$ cat src/rtl/matrix_pkg.sv
// Shared definitions for the matrix execution path: opcodes, instruction field
// positions, matrix geometry and the execution FSM state type.
package matrix_pkg;

    localparam int unsigned MAT_WORDS = 13;
    localparam int unsigned MAT_DIM   = 5;

    localparam logic [3:0] OP_NOP   = 4'd0;
    localparam logic [3:0] OP_WRITE = 4'd1;
    localparam logic [3:0] OP_READ  = 4'd2;
    localparam logic [3:0] OP_CLEAR = 4'd3;

    // Instruction layout: op[31:28] id[27:26] row[25:23] col[22:20] values[19:4]
    localparam int unsigned OP_MSB  = 31;
    localparam int unsigned OP_LSB  = 28;
    localparam int unsigned ID_MSB  = 27;
    localparam int unsigned ID_LSB  = 26;
    localparam int unsigned ROW_MSB = 25;
    localparam int unsigned ROW_LSB = 23;
    localparam int unsigned COL_MSB = 22;
    localparam int unsigned COL_LSB = 20;
    localparam int unsigned VAL_MSB = 19;
    localparam int unsigned VAL_LSB = 4;

    // Index of the final word swept by a CLEAR
    localparam logic [3:0] CLR_LAST = 4'(MAT_WORDS - 1);

    typedef enum logic [2:0] {
        StIdle,
        StExec,
        StRwait,
        StClr,
        StDone
    } state_e;

endpackage

$ cat src/rtl/matrix_addr_gen.sv
// Combinational coordinate-to-word-address mapping, shared with the decode stage.
// Two matrix elements share one memory word, hence the halving of the element index.
module matrix_addr_gen
    import matrix_pkg::*;
#(
    parameter int unsigned ADDR_W = 6
) (
    input  logic [1:0]        id,
    input  logic [2:0]        row,
    input  logic [2:0]        col,
    output logic [ADDR_W-1:0] base,
    output logic [ADDR_W-1:0] waddr,
    output logic              coord_err
);

    logic [ADDR_W-1:0] elem;

    // Full-width arithmetic; the largest legal address fits without wrap
    always_comb begin
        base      = ADDR_W'(id) * ADDR_W'(MAT_WORDS);
        elem      = ADDR_W'(row) * ADDR_W'(MAT_DIM) + ADDR_W'(col);
        waddr     = base + (elem >> 1);
        coord_err = (row >= 3'(MAT_DIM)) || (col >= 3'(MAT_DIM));
    end

endmodule

$ cat src/rtl/matrix_exec_ctrl.sv
// Executes one matrix instruction at a time: single-word write, single-word read
// with one-cycle memory latency, or a full-matrix clear, then reports completion.
module matrix_exec_ctrl
    import matrix_pkg::*;
#(
    parameter int unsigned ADDR_W = 6,
    parameter int unsigned DATA_W = 16
) (
    input  logic              clk,
    input  logic              rst,
    input  logic              instr_valid,
    output logic              instr_ready,
    input  logic [31:0]       instr,
    output logic [ADDR_W-1:0] mem_addr,
    output logic [DATA_W-1:0] mem_wdata,
    output logic              mem_we,
    output logic              mem_re,
    input  logic [DATA_W-1:0] mem_rdata,
    output logic              done,
    output logic              rd_valid,
    output logic [DATA_W-1:0] rd_data,
    output logic              err
);

    state_e            state_q, state_d;
    logic [3:0]        op_q;
    logic [1:0]        id_q;
    logic [2:0]        row_q, col_q;
    logic [DATA_W-1:0] val_q;
    logic [3:0]        clr_cnt_q, clr_cnt_d;
    logic [DATA_W-1:0] rd_data_q;

    logic [ADDR_W-1:0] base, waddr;
    logic              coord_err;
    logic              bad_instr;
    logic              unused_instr;

    assign unused_instr = ^instr[VAL_LSB-1:0];

    matrix_addr_gen #(
        .ADDR_W (ADDR_W)
    ) u_addr_gen (
        .id        (id_q),
        .row       (row_q),
        .col       (col_q),
        .base      (base),
        .waddr     (waddr),
        .coord_err (coord_err)
    );

    // Illegal opcode, or a bad coordinate on an access that uses one
    assign bad_instr = (op_q > OP_CLEAR) ||
                       (((op_q == OP_WRITE) || (op_q == OP_READ)) && coord_err);

    assign rd_data = rd_data_q;

    // State, latched instruction fields, clear counter and read-data capture
    always_ff @(posedge clk) begin
        if (rst) begin
            state_q   <= StIdle;
            op_q      <= OP_NOP;
            id_q      <= '0;
            row_q     <= '0;
            col_q     <= '0;
            val_q     <= '0;
            clr_cnt_q <= '0;
            rd_data_q <= '0;
        end else begin
            state_q   <= state_d;
            clr_cnt_q <= clr_cnt_d;
            if (state_q == StIdle && instr_valid) begin
                op_q  <= instr[OP_MSB:OP_LSB];
                id_q  <= instr[ID_MSB:ID_LSB];
                row_q <= instr[ROW_MSB:ROW_LSB];
                col_q <= instr[COL_MSB:COL_LSB];
                val_q <= instr[VAL_MSB:VAL_LSB];
            end
            // Memory returns data the cycle after the read strobe, i.e. in RWAIT
            if (state_q == StRwait) begin
                rd_data_q <= mem_rdata;
            end
        end
    end

    // Next-state and Moore outputs; strobes only ever come from EXEC or CLR
    always_comb begin
        state_d     = state_q;
        clr_cnt_d   = clr_cnt_q;
        instr_ready = 1'b0;
        mem_addr    = '0;
        mem_wdata   = '0;
        mem_we      = 1'b0;
        mem_re      = 1'b0;
        done        = 1'b0;
        rd_valid    = 1'b0;
        err         = 1'b0;
        unique case (state_q)
            StIdle: begin
                instr_ready = 1'b1;
                if (instr_valid) begin
                    state_d = StExec;
                end
            end
            StExec: begin
                clr_cnt_d = '0;
                state_d   = StDone;
                if (!bad_instr) begin
                    if (op_q == OP_WRITE) begin
                        mem_we    = 1'b1;
                        mem_addr  = waddr;
                        mem_wdata = val_q;
                    end else if (op_q == OP_READ) begin
                        mem_re   = 1'b1;
                        mem_addr = waddr;
                        state_d  = StRwait;
                    end else if (op_q == OP_CLEAR) begin
                        state_d = StClr;
                    end
                end
            end
            StRwait: begin
                state_d = StDone;
            end
            StClr: begin
                mem_we   = 1'b1;
                mem_addr = base + ADDR_W'(clr_cnt_q);
                if (clr_cnt_q == CLR_LAST) begin
                    state_d = StDone;
                end else begin
                    clr_cnt_d = clr_cnt_q + 4'd1;
                end
            end
            StDone: begin
                done     = 1'b1;
                err      = bad_instr;
                rd_valid = (op_q == OP_READ) && !bad_instr;
                state_d  = StIdle;
            end
            default: begin
                state_d = StIdle;
            end
        endcase
    end

endmodule

$ cat config.mk
export PLATFORM = sky130hd
export DESIGN_NAME = matrix_exec_ctrl
export DESIGN_NICKNAME = d
export VERILOG_FILES = /design/src/rtl/matrix_pkg.sv /design/src/rtl/matrix_addr_gen.sv /design/src/rtl/matrix_exec_ctrl.sv
export SDC_FILE = /design/constraint.sdc
export NUM_CORES = 1
export LEC_CHECK = 0
export ABC_AREA = 1
export BUFFER_PORTS_ARGS = -buffer_cell sky130_fd_sc_hd__buf_2
export CAP_MARGIN = 20
export CORE_AREA = 4 4 84 86
export DETAILED_ROUTE_END_ITERATION = 6
export DIE_AREA = 0 0 88 90
export PLACE_DENSITY = 0.77
export SETUP_SLACK_MARGIN = 0.02
export SLEW_MARGIN = 20
export SYNTH_ARGS = -nofsm -noshare
export SYNTH_HDL_FRONTEND = slang
export SYNTH_SLANG_ARGS = --single-unit
$ cat constraint.sdc
create_clock -name clk -period 2.6 [get_ports clk]
set_input_delay 0.13 -clock clk [delete_from_list [all_inputs] [get_ports clk]]
set_output_delay 0.13 -clock clk [all_outputs]
set_load 0.02 [all_outputs]
; After elaboration in Yosys (flattened, before gate mapping)
; Index checks and enable logic that the tools add are counted.
[word_totals]
register_bits = 51
in_bits = 51
output_inout_bits = 44
elab_cells = 66
[classes]
addsub = 4
multipliers = 2
magnitude_cmp = 3
n_eq_ne = 11
n_mux = 27
reduce_logical = 11
[op_table]
columns = cell, count
row1 = $mux 16, 3
row2 = $mux 3, 6
row3 = $mux 6, 3
row4 = $pmux 3 s4, 1
row5 = $pmux 6 s2, 1
row6 = $mux 1, 10
row7 = $eq 4x2->1 const B, 2
row8 = $pmux 4 s2, 1
row9 = $add 6x3->6, 1
row10 = $add 6x4->6, 1
row11 = $add 6x5->6, 1
row12 = $eq 3x2->1 const B, 2
row13 = $ge 3x3->1 const B, 2
row14 = $mul 2x4->6 const B, 1
row15 = $mul 3x3->6 const B, 1
row16 = $ne 2x2->1 const B, 3
row17 = $add 4x1->4 const B, 1
row18 = $eq 4x1->1 const B, 1
row19 = $eq 4x4->1 const B, 1
row20 = $gt 4x2->1 const B, 1
row21 = $mux 4, 1
row22 = $reduce_and 2->1, 2
row23 = $eq 3x1->1 const B, 1
row24 = $eq 3x3->1 const B, 1
row25 = other kinds (6), 10

; Depth between registers and ports, before layout
[depth]
ltp_word = 7
ltp_mapped = 14
depth_no_buf = 14

; By module
; From an unflattened synthesis, not the netlist that was laid out.
[hier_totals]
hier_cells = 402
area_unflattened_um2 = 2870.3
[modules_own_cells]
columns = mod, instances, cells_each, area_each_um2, seq_area_each_um2
row1 = matrix_exec_ctrl, 1, 345, 2437.3, 1021.0
row2 = matrix_addr_gen, 1, 57, 432.9, 0.0

; Least setup slack after synthesis
; OpenSTA, ideal clock, no wires.
[synth_path]
path_type = register to output
from = reg row_q[0]
to = out mem_addr[3]
arrival_time_ps = 2560
t_required_ps = 2470
path_slack_ps = -90
path_stages_with_launch = 13
n_path_buf = 0
cell_sequence = dfxtp_1 > ha_1 > ha_1 > fa_1 > xor2_1 > ha_1 > nand2_1 > inv_1 > nor2_1 > nand2_1 > or2_2 > nand3_1 > nand2_1
[synth_via]
elab_chain_cells = 7
elab_cells_between_ends = 11
cone_classes = add/sub (2) / mul (1) / order compare (1) / mux (4) / reduce/logical (3)
[synth_lines]
columns = item, line_no
row1 = "start, declared", matrix_exec_ctrl.sv:28  ; logic [2:0] row_q, col_q;
row2 = "start signal, assigned", matrix_exec_ctrl.sv:74  ; row_q <= instr[ROW_MSB:ROW_LSB];
row3 = $mul 3x3->6, matrix_addr_gen.sv:21  ; elem = ADDR_W'(row) * ADDR_W'(MAT_DIM) + ADDR_W'(col);
row4 = $add 6x3->6, matrix_addr_gen.sv:21
row5 = $add 6x5->6, matrix_addr_gen.sv:22  ; waddr = base + (elem >> 1);
row6 = $mux 6, matrix_exec_ctrl.sv:112  ; end else if (op_q == OP_READ) begin
row7 = $mux 6, matrix_exec_ctrl.sv:108  ; if (op_q == OP_WRITE) begin
row8 = $mux 6 (*), matrix_exec_ctrl.sv:107  ; if (!bad_instr) begin
row9 = $pmux 6 s2 (*), matrix_exec_ctrl.sv:97  ; unique case (state_q)
row10 = "end, declared", matrix_exec_ctrl.sv:14  ; output logic [ADDR_W-1:0] mem_addr,
; Every way passes the cells marked *; elsewhere a longest branch is shown, timed or not.

; Final worst setup path
[layout_path]
from = reg row_q[2]
to = out mem_addr[3]
; Same word-level chain as after synthesis.

==> metrics.cfg <==
[setup_path]
critPathKind = flop to primary output
cp-start-kind = flop
path_max_fanout = 4
required_ns = 2.47
endpoint_kind = primary output
cp.arrival_ns = 2.73

[logic_synthesis]
ys_top_cells_by_area = dfxtp_1, ha_1, nor2_1
synth_top_family_by_area = simple AND/OR/NAND/NOR gates
synth_cell_types = 25
synth-simple-area-share_pct = 24.4
ys.flop_type = dfxtp_1
synth_mux_area_share_pct = 0
synthAdderAreaFrac_pct = 11.7
yosysSeqAreaShare_pct = 37.1
yosysTopAreaCell = dfxtp_1
synth_warnings = 0
synthesis.nets = 458
synth-xor-area-share_pct = 1.91
synth.cell_area_um2 = 2750
synth_most_common_cell = nor2_1
synth-compound-area-share_pct = 15.9
yosysTopAreaCellShare_pct = 37.1
synth_common_cells = nor2_1, nand2_1, dfxtp_1
async_flop_share_pct = 0
ys_ff_latch = 51
synth_edf_count = 0
syn_inst = 383
avgSynthCellArea_um2 = 7.18

[die]
start_util_pct = 43.8
core_um2 = 6280
io_pins = 95
die_area_um2 = 7920
die_height_um = 90
num_rows = 29
dieWidth_um = 88

[sta]
finalHoldViolCount = 0
tns_ns = -1.02
setup_slack_ns = -0.258
whs_ns = 0.0641
min_period_ns = 2.86
max_freq_ghz = 0.350
setup_viol = 5
max_slew_margin_pct = 42.7
finalCritPeriodShare_pct = 110
tightestPinTransition_ns = 0.858
rsz0062_at_grt = yes
slew_violations = 0
skew_ns = 0.0119

[clock_network]
cts_tree = built
path_clk_slew_ns = 0.10
clk_path_buf_depth = 2
clock-sinks = 51
numCtsBuffers = 5
clkLatencyLatePin_ns = 0.31
h-tree-depth = 2
cts_root_buffer = clkbuf_8

[route]
postRouteWirelength_um = 6610
drt_iter0_markers = 93
via_count = 2736
routedWlPerCell_um = 11.9
drc = 0
firstDrtPassIters = 4
final_antenna_net_count = 0
vias_per_cell = 4.94

[placement]
dpl.cell_count = 544
post_dp_cell_area_um2 = 3300
port_buffers = 90
dp_slack_ns = -0.181
hpwl_um = 4920
gp_congestion = 0.892

[pwr]
p_per_area_nw_per_um2 = 569
ir_worst_vdd_v = 0.000381
p_leak_nw = 1.75

[run]
maxCapViolCount = 0

[global_route]
grt_pass1_vias = 2598
antenna_found_initial = 0
grt_overflow = 0
track_usage_pct = 16.7
grt_max_degree = 49
grt_pass1_wl_um = 11000

[min_path]
hold_class = primary input to flop

[outcome]
violations = setup timing
status = finished, violations left

[final_layout]
nets = 551
finalInstanceArea_um2 = 3590
synthToLayoutAreaGrowth_pct = 30.5
drive_gt1_share_pct = 31.0
layoutNonFillerInstCount = 554
n_fill_cell = 585
diodes = 0

## final timing paths
check | from | end | slack [ns] | depth (start not counted)
max | row_q[2] | mem_addr[3] | -0.26 | 13
min | mem_rdata[10] | rd_data[10] | 0.06 | 3
max reg2reg | state_q[2] | val_q[0] | 0.85 | 6
min reg2reg | val_q[9] | val_q[9] | 0.46 | 2
## stage by stage
stage / total power, mW / util, %
floorplan: 1.28 / -
global placement: 1.41 / 52.5
detailed placement: 1.43 / 52.5
CTS: 2.06 / 57.0
global route: 2.18 / 57.2
finish: 2.04 / 57.2
## critical path: stages, from the launching register on
cell and delay [ns]:
dfxtp_2 0.35, ha_4 0.24, ha_4 0.25, fa_2 0.35
xor2_1 0.15, ha_1 0.32, nand2_1 0.08, inv_1 0.05
nor2_1 0.08, nand2_1 0.07, or2_4 0.23, nand3_2 0.07
nand2_2 0.05, buf_6 0.12
## flip-flops by register name, summed over array words and instances (netlist names)
name,cells
rd_data,16
col_q,3
state_q,3
op_q,4
clr_cnt_q,4
row_q,3
val_q,16
id_q,2
## cell type report
| cell class | count | area [µm²] | share of cell area [%] |
|---|---|---|---|
| Timing Repair Buffer | 100 | 561 | 15.6 |
| Sequential cell | 51 | 1030 | 28.6 |
| Inverter | 44 | 165 | 4.60 |
| Clock inverter | 3 | 47.5 | 1.32 |
| Multi-Input combinational cell | 274 | 1620 | 45.2 |
| Clock buffer | 5 | 68.8 | 1.92 |
| Tap cell | 77 | 96.3 | 2.68 |
## layout by cell type, fill, tap and decap left out, types with 9 or more instances in the layout
cell type / Yosys / final
o21ai_0: 42 / 40
nor2_1: 63 / 63
ha_1: 21 / 14
inv_1: 39 / 37
nand3_1: 24 / 21
buf_2: 5 / 85
dfxtp_1: 51 / 48
nand2_1: 56 / 52
buf_4: 0 / 9
a21oi_1: 39 / 37
## cell families (layout without fill, tap and decap cells)
group                      Yosys count  in the layout
adders and majority gates           24             24
DFF                                 51             51
buffers and inverters               58            152
xor gates and xnor gates             6              6
and+or+nand+nor                    158            158
AOI/OAI and AO/OA                   86             86
## layer usage
layer  up-vias  share of wire [%]  global-route usage [%]
met4         0                1.9                    6.27
met3        14                6.1                    4.02
li1       1431                  -                       -
met5         -                  0                       0
met1      1201                 44                    20.6
met2        90                 48                    27.6
## power by group
group	leakage (nW)	internal [mW]	total, mW	switching (mW)
clock	0.0587	0.292	0.563	0.271
sequential	0.419	0.851	0.891	0.0401
combinational	1.28	0.245	0.588	0.343
total	1.75	1.39	2.04	0.655
## what timing repair did
action	4_1_cts	5_1_grt
pin swaps	17	2
gates resized for setup	34	4
hold buffers	0	0
setup buffers	2	0
setup endpoints to repair	5	5
No activity file was read; power rests on OpenSTA's default activity.
